$ cat config.mk
export PLATFORM = sky130hd
export DESIGN_NAME = hex_display_scanner
export DESIGN_NICKNAME = d
export VERILOG_FILES = /design/src/rtl/display_pkg.sv /design/src/rtl/slot_timer.sv /design/src/rtl/hex_display_scanner.sv
export SDC_FILE = /design/constraint.sdc
export NUM_CORES = 1
export LEC_CHECK = 0
export BUFFER_PORTS_ARGS = -buffer_cell sky130_fd_sc_hd__buf_2
export CORE_MARGIN = 8
export CORE_UTILIZATION = 64
export CTS_CLUSTER_SIZE = 30
export DETAILED_ROUTE_END_ITERATION = 16
export PLACE_DENSITY = 0.85
export SETUP_SLACK_MARGIN = 0.5
export SLEW_MARGIN = 20
export SYNTH_ARGS = -nofsm -noshare
export SYNTH_HDL_FRONTEND = slang
export SYNTH_SLANG_ARGS = --single-unit
$ cat constraint.sdc
create_clock -name clk -period 4.3 [get_ports clk]
set_input_delay 0.645 -clock clk [delete_from_list [all_inputs] [get_ports clk]]
set_output_delay 0.645 -clock clk [all_outputs]
set_load 0.01 [all_outputs]
$ cat src/rtl/display_pkg.sv
// Shared types, timing defaults and helpers for the multiplexed hex display.
package display_pkg;

  typedef enum logic [1:0] {
    StIdle,
    StOn,
    StDead
  } scan_state_t;

  localparam int unsigned MaxDigits          = 8;
  localparam int unsigned DefaultNumDigits   = 4;
  localparam int unsigned DefaultOnCycles    = 50000;
  localparam int unsigned DefaultDeadCycles  = 500;

  // All-ones anode pattern (every digit off) for the low 'width' bits.
  function automatic logic [MaxDigits-1:0] anodes_off(input int unsigned width);
    logic [MaxDigits-1:0] r;
    r = '0;
    for (int unsigned i = 0; i < MaxDigits; i++) begin
      if (i < width) r[i] = 1'b1;
    end
    return r;
  endfunction

endpackage

$ cat src/rtl/slot_timer.sv
// Loadable down-counter; tc is high while the count sits at zero.
module slot_timer #(
  parameter int unsigned WIDTH = 16
) (
  input  logic             clk,
  input  logic             rst,
  input  logic             clear,
  input  logic             load,
  input  logic [WIDTH-1:0] load_val,
  output logic [WIDTH-1:0] cnt,
  output logic             tc
);

  logic [WIDTH-1:0] cnt_q, cnt_d;

  // Next count: clear wins over load; otherwise count down and park at zero.
  always_comb begin
    cnt_d = cnt_q;
    if (clear) begin
      cnt_d = '0;
    end else if (load) begin
      cnt_d = load_val;
    end else if (cnt_q != '0) begin
      cnt_d = cnt_q - 1'b1;
    end
  end

  // Count register with synchronous reset.
  always_ff @(posedge clk) begin
    if (rst) cnt_q <= '0;
    else     cnt_q <= cnt_d;
  end

  assign cnt = cnt_q;
  assign tc  = (cnt_q == '0);

endmodule

$ cat src/rtl/hex_display_scanner.sv
// Scans a multi-digit hex value onto a shared 7-segment bus with dead-time between
// digits, optional leading-zero blanking and frame-aligned value updates.
module hex_display_scanner
  import display_pkg::*;
#(
  parameter int unsigned NUM_DIGITS  = DefaultNumDigits,
  parameter int unsigned ON_CYCLES   = DefaultOnCycles,
  parameter int unsigned DEAD_CYCLES = DefaultDeadCycles
) (
  input  logic                    clk,
  input  logic                    rst,
  input  logic                    en,
  input  logic                    load,
  input  logic [4*NUM_DIGITS-1:0] value,
  input  logic                    blank_lz,
  output logic [3:0]              digit,
  output logic [NUM_DIGITS-1:0]   anode_n,
  output logic                    frame_done
);

  localparam int unsigned IdxW      = $clog2(NUM_DIGITS);
  localparam int unsigned MaxCycles = (ON_CYCLES > DEAD_CYCLES) ? ON_CYCLES : DEAD_CYCLES;
  localparam int unsigned CntW      = $clog2(MaxCycles);

  localparam logic [NUM_DIGITS-1:0] AllOff   = NUM_DIGITS'(anodes_off(NUM_DIGITS));
  localparam logic [IdxW-1:0]       LastIdx  = IdxW'(NUM_DIGITS - 1);
  localparam logic [CntW-1:0]       OnLoad   = CntW'(ON_CYCLES - 1);
  localparam logic [CntW-1:0]       DeadLoad = CntW'(DEAD_CYCLES - 1);

  scan_state_t             state_q, state_d;
  logic [IdxW-1:0]         idx_q, idx_d;
  logic [4*NUM_DIGITS-1:0] disp_q, disp_d;
  logic [4*NUM_DIGITS-1:0] shadow_q, shadow_d;
  logic                    pending_q, pending_d;
  logic [3:0]              digit_q, digit_d;
  logic [NUM_DIGITS-1:0]   anode_q, anode_d;
  logic                    frame_done_q, frame_done_d;

  logic            timer_clear, timer_load, tc;
  logic [CntW-1:0] timer_val, cnt;

  slot_timer #(
    .WIDTH(CntW)
  ) u_slot_timer (
    .clk     (clk),
    .rst     (rst),
    .clear   (timer_clear),
    .load    (timer_load),
    .load_val(timer_val),
    .cnt     (cnt),
    .tc      (tc)
  );

  function automatic logic [3:0] nibble(input logic [4*NUM_DIGITS-1:0] v,
                                        input logic [IdxW-1:0] i);
    return 4'(v >> {i, 2'b00});
  endfunction

  // Anode pattern for digit i; digit i>=1 stays dark when it and all higher nibbles are zero.
  function automatic logic [NUM_DIGITS-1:0] drive(input logic [IdxW-1:0] i,
                                                  input logic [4*NUM_DIGITS-1:0] v,
                                                  input logic lz);
    logic [NUM_DIGITS-1:0] a;
    logic                  zero_above;
    logic                  blank;
    a          = AllOff;
    zero_above = 1'b1;
    blank      = 1'b0;
    for (int k = NUM_DIGITS - 1; k >= 0; k--) begin
      zero_above = zero_above & (v[4*k +: 4] == 4'h0);
      if (k == int'(i)) blank = lz && (k != 0) && zero_above;
    end
    if (!blank) a[i] = 1'b0;
    return a;
  endfunction

  // Scan FSM next-state, display-value commit and registered output values.
  always_comb begin
    state_d      = state_q;
    idx_d        = idx_q;
    disp_d       = disp_q;
    shadow_d     = shadow_q;
    pending_d    = pending_q;
    digit_d      = digit_q;
    anode_d      = AllOff;
    frame_done_d = 1'b0;
    timer_clear  = 1'b0;
    timer_load   = 1'b0;
    timer_val    = OnLoad;

    if (load) begin
      shadow_d  = value;
      pending_d = 1'b1;
    end

    unique case (state_q)
      StIdle: begin
        // Nothing is being shown, so a pending value can be taken at once.
        if (pending_q) begin
          disp_d    = shadow_q;
          pending_d = load;
        end
        if (en) begin
          state_d    = StOn;
          idx_d      = '0;
          timer_load = 1'b1;
          timer_val  = OnLoad;
          digit_d    = nibble(disp_d, '0);
          anode_d    = drive('0, disp_d, blank_lz);
        end
      end
      StOn: begin
        if (tc) begin
          state_d    = StDead;
          timer_load = 1'b1;
          timer_val  = DeadLoad;
          if (idx_q == LastIdx) begin
            // Frame boundary: a coincident load bypasses the shadow.
            idx_d = '0;
            if (load) begin
              disp_d    = value;
              pending_d = 1'b0;
            end else if (pending_q) begin
              disp_d    = shadow_q;
              pending_d = 1'b0;
            end
          end else begin
            idx_d = idx_q + 1'b1;
          end
          // Next nibble settles during the whole dead-time.
          digit_d = nibble(disp_d, idx_d);
        end else begin
          anode_d = drive(idx_q, disp_q, blank_lz);
          // Registered one cycle early so the pulse lines up with the boundary cycle.
          frame_done_d = (idx_q == LastIdx) && (cnt == CntW'(1));
        end
      end
      StDead: begin
        if (tc) begin
          state_d    = StOn;
          timer_load = 1'b1;
          timer_val  = OnLoad;
          anode_d    = drive(idx_q, disp_q, blank_lz);
        end
      end
      default: state_d = StIdle;
    endcase

    if (!en) begin
      state_d      = StIdle;
      idx_d        = '0;
      timer_clear  = 1'b1;
      timer_load   = 1'b0;
      anode_d      = AllOff;
      frame_done_d = 1'b0;
    end
  end

  // State and output registers; reset also discards a coincident load.
  always_ff @(posedge clk) begin
    if (rst) begin
      state_q      <= StIdle;
      idx_q        <= '0;
      disp_q       <= '0;
      shadow_q     <= '0;
      pending_q    <= 1'b0;
      digit_q      <= 4'h0;
      anode_q      <= AllOff;
      frame_done_q <= 1'b0;
    end else begin
      state_q      <= state_d;
      idx_q        <= idx_d;
      disp_q       <= disp_d;
      shadow_q     <= shadow_d;
      pending_q    <= pending_d;
      digit_q      <= digit_d;
      anode_q      <= anode_d;
      frame_done_q <= frame_done_d;
    end
  end

  assign digit      = digit_q;
  assign anode_n    = anode_q;
  assign frame_done = frame_done_q;

endmodule

Word-level counts from Yosys, hierarchy flattened
Index checks and enable logic that the tools add are counted.

operators by class
  equality and inequality tests = 10
  bitwise logic cells = 5
  shifts and indexed selects = 1
  order comparisons = 2
  reduce and logical (&&, ||, !) cells = 20
  $add $sub $neg = 2
  multiplexer cells = 50

operators by type and width
  cell                     count
  $mux W16                 10
  $pmux W16 S2             1
  $mux W4                  6
  $mux W1                  20
  $eq A16 B1 Y1 const B    1
  $logic_not A16 Y1        1
  $reduce_bool A16 Y1      1
  $shr A16 B4 Y4           1
  $sub A16 B1 Y16 const B  1
  $logic_not A4 Y1         3
  $mux W2                  6
  $pmux W4 S3              1
  $pmux W4 S2              1
  $ne A2 B2 Y1 const B     3
  $pmux W2 S3              1
  $logic_and A1 B1 Y1      5
  $eq A2 B2 Y1 const A     2
  $eq A2 B2 Y1 const B     2
  $logic_not A2 Y1         2
  $not A4 Y4               1
  $pmux W1 S2              2
  $pmux W2 S2              1
  $reduce_and A2 Y1        2
  $reduce_bool A2 Y1       2
  other kinds (11)         14

storage, ports and cells
  logic and storage cells = 99
  register bits = 62
  output and inout bits = 9
  input bits = 21

Longest topological paths before layout
Gate-level depths: netlist of run 1.

  depth in word-level cells = 11
  gate-level depth with buffers = 10
  gate-level depth less buffers = 7

Hierarchy
From an unflattened synthesis of run 1, not the netlist that was laid out.

unflattened totals
  cells, all modules = 463
  area total of the unflattened synthesis = 3,836.2 um^2

by module, submodules not included
  module               area each (um^2)  times used  cells an instance  sequential area each (um^2)
  hex_display_scanner  2,914.0           1           350                920.9
  slot_timer           922.1             1           113                320.3

Least setup slack after synthesis of run 1
No wires, ideal clock.

  path kind = flip-flop to flip-flop
  start point = register u_slot_timer.cnt_q[0] (netlist: u_slot_timer.cnt[0])
  end point = register anode_q[3] (netlist: anode_n[3])
  path slack = 1.987 ns
  period minus slack after synthesis = 2.313 ns
  arrival = 2.182 ns
  buffers on the path = 1
  stages on the path, launching flop included = 8
  required time = 4.169 ns
  library setup time = 0.131 ns
  cells stage by stage = dfxtp_1 -> inv_1 -> ha_1 -> or3b_1 -> buf_2 -> or4_4 -> a2111oi_4 -> a21oi_1

between the ends
  cells in the longest elaborated chain, start to end = 3
  elaborated cells on any way between the ends = 4
  classes of those cells = mux (3); reduce/logical (1)

RTL lines
  what                        RTL line                                                source
  from (decl)                 slot_timer.sv:14                                        logic [WIDTH-1:0] cnt_q, cnt_d;
  from (signal assigned)      slot_timer.sv:31                                        else cnt_q <= cnt_d;
  $logic_not A16 Y1 *         slot_timer.sv:35                                        assign tc = (cnt_q == '0);
  $mux W4 (on tied branches)  hex_display_scanner.sv:139, hex_display_scanner.sv:113
  $pmux W4 S3 *               hex_display_scanner.sv:96                               unique case (state_q)
  to (signal assigned)        hex_display_scanner.sv:168                              anode_q <= AllOff;
  to (signal assigned)        hex_display_scanner.sv:177                              anode_q <= anode_d;
  to (decl)                   hex_display_scanner.sv:36                               logic [NUM_DIGITS-1:0] anode_q, anode_d;

Every way passes the cells marked *; elsewhere a longest branch is shown, timed or not.
A chain may end at the register's enable or synchronous reset.

Worst setup path after layout of run 1
  start point = register u_slot_timer.cnt_q[0] (netlist: u_slot_timer.cnt[0])
  end point = register u_slot_timer.cnt_q[3] (netlist: u_slot_timer.cnt[3])

between the ends
  cells in the longest elaborated chain, start to end = 5
  elaborated cells on any way between the ends = 11
  classes of those cells = add/sub (1); mux (7); reduce/logical (3)

RTL lines
  what
  parallel branches: the longest is 5 deep, another holds $sub A16 B1 Y16

Parallel ways; which one is timed is not known. The select of a mux whose other input is x is not followed.

==> results of run 1 <==
==> cell families (layout without fill, tap and decap cells) <==
logic type,count (synthesis),after routing
mux,36,36
buf+inv,40,59
flops,62,62
fa+ha+maj,11,11
simple gates,138,138
xor+xnor,9,9
compound gates,119,119
==> placed cells by master, fill, tap and decap left out, drive strengths merged, types with 2 or more instances in the layout <==
cell type / synthesis / routed
dfxtp: 62 / 62
a21oi: 40 / 40
nor2: 37 / 37
nand2: 35 / 35
buf: 8 / 34
mux2i: 32 / 32
o21ai: 17 / 17
ha: 11 / 11
clkbuf: 23 / 11
o22ai: 10 / 10
nand3: 10 / 10
nand3b: 10 / 10
a221o: 9 / 9
nor4: 9 / 9
inv: 8 / 8
nor3: 8 / 8
xnor2: 7 / 7
or4: 6 / 6
and3: 5 / 5
o31ai: 5 / 5
a211o: 5 / 5
o21bai: 4 / 4
mux2: 4 / 4
a221oi: 4 / 4
a311oi: 4 / 4
nor2b: 4 / 4
a31oi: 4 / 4
a211oi: 4 / 4
or3: 4 / 4
o221ai: 4 / 4
nand2b: 3 / 3
o41ai: 3 / 3
clkinv: 1 / 3
or3b: 2 / 2
o211ai: 2 / 2
nor3b: 2 / 2
xor2: 2 / 2
bufinv: 0 / 2
==> per-layer routing <==
metal	vias up	track usage, %	wire [um]
met1	1531	26.56	3906
met4	0	10.82	245
met5	-	0	0
li1	1575	-	-
met2	146	32.15	4001
met3	25	4.489	557
==> layout make-up <==
class / instances / share of cell area [%]
multi-input combinational: 313 / 54.58
sequential: 62 / 31.67
timing repair buffer: 34 / 4.657
clock buffer: 11 / 3.860
tap: 72 / 2.297
clock inverter: 5 / 2.073
inverter: 9 / 0.8612
==> state kept, by name, summed over array words and instances, names as in the netlist <==
signal	flops
idx_q	2
digit	4
disp_q	16
shadow_q	16
anode_n	4
frame_done	1
pending_q	1
state_q	2
u_slot_timer.cnt	16
==> power by group through the flow <==
stage / Clock [mW] / Combinational, mW / Sequential [mW]
4_1_cts: 0.594 / 0.389 / 0.672
5_1_grt: 0.616 / 0.432 / 0.679
3_3_place_gp: 0 / 0.376 / 0.682
6_report: 0.589 / 0.395 / 0.674
3_5_place_dp: 0 / 0.385 / 0.684
2_1_floorplan: 0 / 0.315 / 0.668
==> worst max-delay path, stage by stage, from the launching register on <==
cell     delay, ns
dfxtp_1       0.35
inv_1         0.10
ha_1          0.21
or3b_1        0.51
or4_4         0.72
nor2_8        0.21
or3b_1        0.25
a31oi_1       0.11
==> how the worst min path moves through the flow <==
stage	to	slack [ns]	from
after floorplan	shadow_q[0]$_SDFFE_PP0P_	0.45	shadow_q[0]$_SDFFE_PP0P_
after global placement	digit[3]$_SDFFE_PP0P_	0.46	digit[3]$_SDFFE_PP0P_
after detailed placement	digit[3]$_SDFFE_PP0P_	0.47	digit[3]$_SDFFE_PP0P_
after CTS	digit[1]$_SDFFE_PP0P_	0.47	digit[1]$_SDFFE_PP0P_
after global routing	digit[3]$_SDFFE_PP0P_	0.49	digit[3]$_SDFFE_PP0P_
final	digit[3]$_SDFFE_PP0P_	0.47	digit[3]$_SDFFE_PP0P_
==> impl.org, run 1 <==
** Clock tree
- Post-CTS sizing :: 0
- Register clock-pin slew on the reported worst setup and hold paths :: approximately 0.070 ns
- TritonCTS built the clock tree.
- The clock reaches the later pin of the worst-skew pair after 0.35 ns.
- Clock root buffer master :: clkbuf_8
- Post-CTS setup-driven buffer insertion count :: 0
- Clk sinks :: just over 60
- The clock tree synthesis step divided the H-tree into 3 levels.
- Number of buffers created by CTS :: 9
- Max clock buf depth :: 2
- Hold buffer count at CTS :: 0

** STA
- The worst path uses about three fifths of the clock period.
- Setup total negative slack on the finished layout was measured at 0 ns.
- RSZ-0062 raised after global routing :: no
- The worst pin sits at a relative slew slack of around half.
- Fmax :: a little under 400 MHz
- After layout, the minimum clock period comes to 2.603 ns.
- Worst slack on hold paths :: roughly 0.47 ns
- Setup violations remaining at the end of the flow were counted as 0.
- Final worst setup slack :: 1.697 ns
- The final number of hold-violating endpoints came to 0.
- Worst setup skew after layout :: 0.009767 ns
- Final number of max-transition violations :: 0
- Slew of the pin with the lowest slew margin :: around 0.75 ns

** Job
- The tool flagged a number of max-cap violations equal to 0.

** Critical path
- Crit. End Element :: flip-flop
- Maximum fanout along the worst path :: 12
- The worst register-to-register path ends at u_slot_timer.cnt[3]$_SDFFE_PP0P_.
- Crit path capture :: u_slot_timer.cnt[3]$_SDFFE_PP0P_
- Setup crit start kind :: flip-flop
- The startpoint identified for the worst register-to-register timing path is u_slot_timer.cnt[0]$_SDFFE_PP0P_.
- For the worst setup path, the data required time is 4.51 ns.
- For flop-to-flop paths, the worst setup slack is around 1.7 ns.
- Signal arrival time at the worst endpoint :: 2.81 ns
- Class of the most critical setup path :: flip-flop to flip-flop
- Setup crit start :: u_slot_timer.cnt[0]$_SDFFE_PP0P_
- The number of cells on the worst reg-to-reg path is 7.

** Logic synthesis
- After Yosys synthesis, and, or, nand and nor cells account for approximately a fifth of the synthesized area.
- Avg Inst Size Synth :: between 8 and 9 um2
- For this run, the register share of the synthesized area comes to a little over a third.
- Number of instances in the synthesized netlist :: approximately 420
- Largest area contributor in the netlist :: dfxtp_1
- dfxtp_1 is the most common cell in the netlist.
- Synth Area in Compound Gates :: 23.50%
- Combinational family with the most area after synthesis :: compound AO/OA/AOI/OAI gates
- After synthesis, the share of cell area in mux cells is between 10% and 20%.
- In the synthesized netlist, the cells that appear most often are dfxtp_1, a21oi_1, nor2_1.
- In this run, synthesis inferred 0 flip-flops with an integrated enable.
- When the netlist entered floorplanning its net count stood at roughly 450.
- For this run, the number of Yosys warnings is 0.
- The most used flip-flop cell after synthesis is dfxtp_1.
- Sorting the synthesized cells by area gives the leading types as dfxtp_1, mux2i_1, a21oi_1, ha_1, nor2_1.
- The cell area that synthesis handed to floorplanning was 3546 um2.
- Post-synthesis cell type count :: 52
- Fraction of post-synthesis cell area in the top cell type by area :: between 30% and 40%
- Summing the areas of all fa, ha and maj instances in the mapped netlist gives 3.881% of the synthesized area.
- Share of the synthesized netlist area taken by xor and xnor gates :: 2.223%
- Register bit total from synthesis :: a little over 60
- Async SR Flop Fraction :: 0%

** GRT
- Number of antenna violations at the first check in global routing :: 0
- The first global-routing pass estimated ~14000 um of wire.
- The total overflow left after global routing is 0.
- Number of global-route vias before repair :: ~3.0k
- Pin count of the biggest net entering global routing :: 38
- Tot GR Track Use :: a little over a fifth

** Pwr
- Peak supply drop :: ~240 uV
- Total Power Consumption :: roughly 1.7 mW
- The clock network burns a little over a third of the power.
- Of the total power, the share spent switching nets is 31.10%.
- Net Switching :: 515.6 uW
- Leakage power summed over all cells :: between 1.5 and 2 nW
- Cell Int Power :: ~1.1 mW
- Pwr Density :: about 420 nW/um2
- Of the total power, combinational logic draws approximately a quarter.
- Sequential cell fraction of total power :: 40.6%

** Floorplanning
- Row count :: 27
- The die is around 90 um wide.
- Initial core utilization :: 65.19%
- The core region is between 5000 and 6000 um2.
- Measured along the y axis, the die boundary spans approximately 90 um.
- In this run the count of I/O pins placed on the die edge is 30.
- Die area :: between 8000 and 9000 um2

** Detailed routing
- Detailed router's first-iteration violation count :: between 400 and 500
- Wires add up to 8711 um.
- Post-detailed-route wirelength per cell :: 17.22 um
- In this run the remaining antenna-violating nets after routing total 0.
- For this block, the via count after detailed routing is roughly 3.3k.
- Dividing the detail-routed via count by the number of cells gives 6.476.
- Count of unresolved DRC violations after routing :: 0
- For this run, the detailed router's first-pass iteration total came to 5.

** Final layout
- 0 antenna diodes ended up in the layout.
- Share of layout cells above drive strength 1 :: approximately 15%
- Filler-free cell count of the finished design :: between 500 and 600
- Fill cell total of the finished layout :: 400
- Combined area of the multi-input logic cells :: between 2000 and 2500 um2
- Final standard cell utilization of the core :: between 70% and 80%
- The finished cells cover a little under 4000 um2.
- Layout-stage area growth over the synthesis result :: 10.62%
- In the final layout, flip-flops and latches occupy between 1000 and 1500 um2.
- Number of nets in the layout :: roughly 460

** Place
- In this run the tool buffered the top-level ports with 29 buffer cells.
- Summing all placed instances gives a cell area of between 3000 and 4000 um2.
- Half-perimeter wire length after detailed placement :: approximately 5900 um
- Before CTS, the worst setup slack after placement is about 1.7 ns.
- Number of cells in the design after placement :: between 400 and 500
- At the end of routability-driven placement, the weighted congestion stood at ~0.96.

** Run status
- The flow ran to the end, and the final reports show no timing, DRC or antenna violations.

** Min path
- Worst hold path cell count :: 2
- Type of the most critical hold path :: flip-flop to flip-flop
Power figures use the tool's default switching activity.
==> run 2, diff against run 1 <==
--- a/config.mk
+++ b/config.mk
@@ -7,10 +7,10 @@
 export LEC_CHECK = 0
 export BUFFER_PORTS_ARGS = -buffer_cell sky130_fd_sc_hd__buf_2
 export CORE_MARGIN = 8
-export CORE_UTILIZATION = 64
+export CORE_UTILIZATION = 54
 export CTS_CLUSTER_SIZE = 30
 export DETAILED_ROUTE_END_ITERATION = 16
-export PLACE_DENSITY = 0.85
+export PLACE_DENSITY = 0.76
 export SETUP_SLACK_MARGIN = 0.5
 export SLEW_MARGIN = 20
 export SYNTH_ARGS = -nofsm -noshare
==> constraint.sdc (replaced) <==
create_clock -name clk -period 2.1 [get_ports clk]
set_input_delay 0.315 -clock clk [delete_from_list [all_inputs] [get_ports clk]]
set_output_delay 0.315 -clock clk [all_outputs]
set_load 0.01 [all_outputs]
==> run 2 against run 1 <==
  * The run now ends with negative setup slack left
  * Sequential cell count unchanged
  * Non-clock buffer count rose by 49
  * Critical endpoint is now anode_n[3]$_SDFF_PP1_
  * Clock skew is 0.0044 ns higher
  * Register-to-register slack lost 1.8 ns
  * Setup slack worse by 1.8 ns
  * Highest routed layer unchanged
==> impl.org, run 2 (same netlist as run 1, synthesis figures left out) <==
** STA
- The final count of pins violating max slew came to 0 (unchanged).
- The worst slew margin relative to its limit is 54.07% (+4.4 points).
- Final worst setup slack :: -0.06364 ns (-1.761 ns)
- Fmax :: 462.2 MHz (+20%)
- The final period demand of the worst path came to 2.164 ns (-0.4389 ns).
- The slew of the pin with the lowest slew margin is 0.6826 ns (-0.06517 ns).
- The worst hold slack across all endpoints was 0.2102 ns (-0.2640 ns).
- The final number of hold-violating endpoints was 0 (unchanged).
- The worst clock skew on the final layout came to 0.01413 ns (+0.004362 ns).
- RSZ-0062 raised after global routing :: yes
- Share of the clock period used by the worst path after layout :: 103.0% (+43 points)
- Setup TNS :: -0.3287 ns (-0.3287 ns)
- Final count of negative-setup-slack endpoints :: 16 (+16)

** Clock tree
- The H-tree depth was 3 (unchanged).
- Clk sinks :: 62 (unchanged)
- Max clock buf depth :: 2 (unchanged)
- Hold buffer count at CTS :: 0 (unchanged)
- Clock network latency to the later pin of the worst-skew pair :: 0.35 ns (about the same)
- Clock tree from TritonCTS :: done
- The CTS buffer count came to 9 (unchanged).
- Clock root buffer master :: clkbuf_8
- Register clock-pin slew on the reported worst setup and hold paths :: 0.07 ns (about the same)

** Detailed routing
- The violation count after the first detailed-routing iteration was 294 (-33%).
- Via count of the routed design :: 3496 (+6.7%)
- Final antenna-violating net count :: 0 (unchanged)
- Drt via density :: 6.243 (-3.6%)
- The routed wirelength normalized by instance count is 18.00 um (+4.6%).
- First-pass iteration count of the detailed router :: 5 (unchanged)
- The post-detailed-routing wire length was 10080 um (+16%).
- The number of design rule violations left after detail routing is 0 (unchanged).

** Final layout
- Top library cells by usage in the layout, fill and taps aside :: dfxtp_1, buf_4, nor2_1
- The ratio of cells with drive above 1 in the final layout came to 32.30% (+17 points).
- The number of diodes is 0 (unchanged).
- Fill cell total of the finished layout :: 471 (+18%)
- The area growth from synthesis to layout is 29.04%.
- The final layout net count is 510 (+11%).
- Leaving out fill and tap cells, the most frequent cell in the layout is dfxtp_1.
- Storage element area :: 1251 um2 (+0.71%)
- Combined area of the multi-input logic cells :: 2380 um2 (+11%)
- Filler-free cell count of the finished design :: 560 (+11%)
- Final standard cell utilization of the core :: 72.06% (about the same)

** Pwr
- Leakage power summed over all cells :: 1.826 nW (+18%)
- Peak supply drop :: 540.1 uV (+130%)
- Pwr Density :: 798.0 nW/um2 (+89%)

** Job
- The number of max-capacitance violations reported is 0 (unchanged).

** Critical path
- Setup crit start kind :: flip-flop
- Worst EP required :: 2.32 ns (-2.19 ns)
- Largest stage delay on the critical path :: 0.61 ns (-0.11 ns)
- Signal arrival time at the worst endpoint :: 2.38 ns (-0.43 ns)
- Cell breakdown of the critical path :: or4_4 -> or4_4 -> a2111oi_4 -> a21oi_1
- The worst setup path is of the flip-flop to flip-flop kind.
- The slowest stage of the critical path is the or4_4 cell.
- Maximum fanout along the worst path :: 4 (-8)
- Crit. End Element :: flip-flop
- CP most frequent cell :: or4_4

** GRT
- The via count of the first global-routing pass is 3338 (+12%).
- Number of antenna violations at the first check in global routing :: 0 (unchanged)
- The global route total overflow came to 0 (unchanged).
- The global routing usage summed across all routing layers is 20.31% (-0.51 points).
- Wire length of the first global-routing pass :: 16170 um (+14%)
- The pin count of the biggest net entering global routing came to 34 (-11%).

** Place
- The worst slack at placement is -0.06111 ns (-1.773 ns).
- The half-perimeter wire length after placement came to 6652 um (+13%).
- The number of port buffers was 29 (unchanged).
- Number of cells in the design after placement :: 535 (+9.2%)
- Final weighted congestion in routability-driven placement :: 0.8545 (-11%)

** Floorplanning
- Die area :: 9416 um2 (+15%)
- Floorplan die width :: 97.04 um (+7.3%)
- Top-level port count :: 30 (unchanged)
- The number of core rows is 29 (+7.4%).
- Initial core utilization :: 55.84% (-9.4 points)
- Vertical die dimension :: 97.04 um (+7.3%)
- The area of the core came to 6350 um2 (+17%).

** Min path
- The path class of the tightest hold or removal check is input pin to flip-flop.

** Run status
- Failing checks :: negative setup slack
- Run status :: finished with violations
-- run 2: cell count changes in the layout (fill, tap and decap cells not counted), sizes merged --
cell	previous run	this run
clkinvlp	1	0
bufinv	2	1
clkinv	3	4
buf	34	83
clkbuf	11	12
-- run 2: critical path, delay by kind of cell (launching register included) --
family / cells / cell delay, ns
and+or+nand+nor: 2 / 1.20
AOI/OAI and AO/OA: 2 / 0.50
DFF: 1 / 0.33
-- run 2: report_power, final --
part	total (mW)	leakage, nW	internal (mW)	switching [mW]
combinational	1.20	1.21	0.566	0.634
sequential	1.36	0.511	1.27	0.0892
clock	1.09	0.106	0.608	0.484
total	3.65	1.83	2.44	1.21
-- run 2: path summary, 6_finish.rpt --
check / from / endpoint / slack (ns) / depth (start not counted)
hold reg to reg: shadow_q[6]$_SDFFE_PP0P_ / shadow_q[6]$_SDFFE_PP0P_ / 0.50 / 2
hold / removal: value[13] / shadow_q[13]$_SDFFE_PP0P_ / 0.21 / 3
setup / recovery: u_slot_timer.cnt[4]$_SDFFE_PP0P_ / anode_n[3]$_SDFF_PP1_ / -0.06 / 4
setup reg to reg: u_slot_timer.cnt[4]$_SDFFE_PP0P_ / anode_n[3]$_SDFF_PP1_ / -0.06 / 4
-- run 2: what timing repair did --
action,in CTS,in global routing
setup endpoints to repair,46,46
buffers inserted,5,3
gates cloned,1,0
pin swaps,2,9
resized for setup,23,29
-- run 2: area by class of cell --
class / instances / share of cell area, %
Multi-Input combinational cell: 313 / 52.01
Sequential cell: 62 / 27.34
Timing Repair Buffer: 83 / 13.43
Clock buffer: 12 / 3.391
Tap cell: 77 / 2.106
Clock inverter: 4 / 0.9844
Inverter: 9 / 0.7383
-- run 2: per-stage QoR --
| stage | power, mW | instance area, um2 |
|---|---|---|
| after floorplan | 2.059 | 3625 |
| after global placement | 2.332 | 4075 |
| after detailed placement | 2.359 | 4075 |
| after CTS | 3.514 | 4410 |
| after global routing | 3.816 | 4576 |
| final | 3.652 | 4576 |
-- run 2: per-layer routing --
metal / GRT usage, % / part of all wire [%] / up-vias
met1: 25.93 / 45 / 1702
met2: 32.14 / 48 / 111
met4: 8.521 / 1.7 / 0
met3: 4.410 / 5.3 / 18
li1: - / - / 1665
met5: 0 / 0 / -
==> run 3, diff against run 2 <==
--- a/config.mk
+++ b/config.mk
@@ -10,6 +10,8 @@
 export CORE_UTILIZATION = 54
 export CTS_CLUSTER_SIZE = 30
 export DETAILED_ROUTE_END_ITERATION = 16
+export HOLD_SLACK_MARGIN = 0.15
+export MAX_ROUTING_LAYER = met4
 export PLACE_DENSITY = 0.76
 export SETUP_SLACK_MARGIN = 0.5
 export SLEW_MARGIN = 20
==> run 3 against run 2 <==
  * The run still ends with negative setup slack left
  * Sequential share of layout area shrank 0.66 points
  * Global-route usage increased by 0.61 points
  * Clock power barely moved
  * Hold slack got worse by 0.0011 ns
  * Setup slack worse by 0.0071 ns
  * Sequential power barely moved
  * Via count is 3.5% higher
  * Largest cell class unchanged
  * Cell count rose by 0.89%
==> impl.org, run 3 (same netlist as run 1, synthesis figures left out) <==
** Run status
- The run finished, with violations left.
- The checks that failed: negative setup slack.

** STA
- Final count of negative-setup-slack endpoints :: 24 (+8)
- The final count of pins violating max slew is 0 (unchanged).
- Worst relative slew slack :: 52.73% (-1.3 points)
- The final period demand of the worst path came to 2.171 ns (+0.007072 ns).
- Share of the clock period used by the worst path after layout :: 103.4% (+0.34 points)
- The worst hold slack across all endpoints was 0.2091 ns (-0.001116 ns).
- The timing-limited maximum frequency was 460.7 MHz (-0.33%).
- Setup repair after global routing could not meet its margin everywhere.
- The worst clock skew on the final layout was 0.01423 ns (+0.0001019 ns).
- Count of final hold-check violations :: 0 (unchanged)
- Slew of the pin with the lowest slew margin :: 0.7026 ns (+0.01993 ns)
- Final worst setup slack :: -0.07072 ns (-0.007072 ns)

** Clock tree
- The CTS buffer count came to 9 (unchanged).
- Clock tree from TritonCTS :: done
- The total clock sinks is 62 (unchanged).
- The number of buffers added to fix hold violations after cts was 0 (unchanged).
- The clock-pin slew of the registers on the worst-case setup and hold paths is 0.07 ns (about the same).
- The maximum buffer depth of the clock tree was 2 (unchanged).
- The H-tree depth came to 3 (unchanged).
- Clock root buffer master :: clkbuf_8
- The clock network latency to the later pin of the worst-skew pair was 0.35 ns (about the same).

** Place
- Final weighted congestion in routability-driven placement :: 0.8681 (+1.6%)
- The number of port buffers is 29 (unchanged).
- Half-perimeter wire length after detailed placement :: 6652 um (unchanged)
- Setup Slack @ Placement :: -0.06111 ns (unchanged)
- The cell area after placement came to 4075 um2 (unchanged).

** Critical path
- Worst EP required :: 2.38 ns (+0.06 ns)
- The worst setup path is launched from a flip-flop.
- Class of the most critical setup path :: flip-flop to flip-flop
- STA classifies the critical path endpoint as a flip-flop.
- Maximum fanout along the worst path :: 7 (+3)
- The arrival time reported for the critical path endpoint is 2.45 ns (+0.07 ns).

** Floorplanning
- Die area :: 9416 um2 (unchanged)
- Standard cell core area :: 6350 um2 (unchanged)
- Row count :: 29 (unchanged)
- The I/O pin count was 30 (unchanged).
- The x dimension of the die is 97.04 um (unchanged).
- The overall die height was 97.04 um (unchanged).
- Initial core utilization :: 55.84% (unchanged)

** Detailed routing
- Drt via density :: 6.405 (+2.6%)
- Routed wl met2 :: 5020 um (+4.1%)
- The number of vias after detailed routing is 3619 (+3.5%).
- The post-detailed-routing wire length is 10780 um (+7.0%).
- Detailed router's first-iteration violation count :: 324 (+10%)
- Final antenna-violating net count :: 0 (unchanged)
- Routed length on met1 :: 4744 um (+4.1%)
- In this run the top signal layer used is met4.
- First-pass iteration count of the detailed router :: 5 (unchanged)
- Count of unresolved DRC violations after routing :: 0 (unchanged)
- WL met3 :: 733 um (+38%)
- The routed wirelength normalized by instance count is 19.09 um (+6.0%).

** GRT
- Tot GR Track Use :: 20.92% (+0.61 points)
- The global route total overflow was 0 (unchanged).
- Number of antenna violations at the first check in global routing :: 0 (unchanged)
- The first-pass GRT wire length was 16180 um (about the same).
- The pin count of the biggest net entering global routing is 34 (unchanged).
- Number of global-route vias before repair :: 3344 (+0.18%)

** Min path
- Type of the most critical hold path :: input pin to flip-flop

** Final layout
- The area growth from synthesis to layout is 32.22%.
- # diodes :: 0 (unchanged)
- The final instance area came to 4688 um2 (+2.5%).
- Share of layout cells above drive strength 1 :: 33.61% (+1.3 points)
- The library cells used most frequently in the layout, excluding fill and tap cells, are dfxtp_1, buf_4, nor2_1.
- Number of nets in the layout :: 515 (+0.98%)
- Leaving out fill and tap cells, the most frequent cell in the layout is dfxtp_1.

** Pwr
- Pwr Density :: 801.5 nW/um2 (+0.43%)
- Leakage power summed over all cells :: 1.874 nW (+2.6%)
- The maximum ir drop on the vdd rail is 538.3 uV (-0.34%).

** Job
- Max-cap violations :: 0 (unchanged)
-- run 3: cell count changes in the layout (fill, tap and decap cells not counted), moves of 2 or more --
| cell | change |
|---|---|
| nand2_1 | -2 |
| buf_6 | +2 |
| nand2_2 | +2 |
| clkbuf_16 | +2 |
-- run 3: metal layers --
| layer | vias up | track usage, % |
|---|---|---|
| li1 | 1680 | - |
| met1 | 1761 | 26.27 |
| met2 | 150 | 32.19 |
| met3 | 28 | 3.556 |
| met4 | 0 | 9.231 |
| met5 | - | - |
-- run 3: worst paths after layout --
check / from / to / slack, ns / cells after the start
hold / removal: value[13] / shadow_q[13]$_SDFFE_PP0P_ / 0.21 / 3
setup / recovery: u_slot_timer.cnt[11]$_SDFFE_PP0P_ / disp_q[13]$_SDFFE_PP0P_ / -0.07 / 6
setup reg to reg: u_slot_timer.cnt[11]$_SDFFE_PP0P_ / disp_q[13]$_SDFFE_PP0P_ / -0.07 / 6
hold reg to reg: shadow_q[6]$_SDFFE_PP0P_ / shadow_q[6]$_SDFFE_PP0P_ / 0.50 / 2
-- run 3: final cells by class --
type	count	area [um2]
Tap cell	77	96.34
Multi-Input combinational cell	313	2400
Clock inverter	4	45.04
Fill cell	446	1662
Clock buffer	12	155.1
Sequential cell	62	1251
Inverter	9	33.78
Timing Repair Buffer	88	706.9
-- run 3: timing repair --
item | 4_1_cts | 5_1_grt
gates cloned | 1 | 3
buffers inserted | 5 | 5
setup endpoints to repair | 46 | 46
gates resized for setup | 23 | 35
pin swaps | 2 | 11
-- run 3: through the flow --
stage | power, mW | instances | util (%) | setup TNS (ns)
3_5_place_dp | 2.359 | 535 | 64.18 | -0.2135
2_1_floorplan | 2.059 | 415 | - | -0.05456
6_report | 3.758 | 565 | 73.83 | -0.8281
4_1_cts | 3.514 | 557 | 69.46 | -0.07365
3_3_place_gp | 2.332 | 535 | 64.18 | -0.07683
5_1_grt | 3.910 | 565 | 73.83 | -2.581
-- run 3: worst max-delay path: stages (launching register included) --
cell and delay [ns]:
dfxtp_2 0.32, or4_4 0.57, o41ai_4 0.45, o21ai_4 0.17, clkbuf_16 0.20, a221o_1 0.26
a21oi_1 0.12
-- run 3: where the power goes --
group	internal (mW)	switching, mW	total (mW)
clock network	0.608	0.489	1.10
logic	0.622	0.677	1.30
registers	1.27	0.0919	1.36
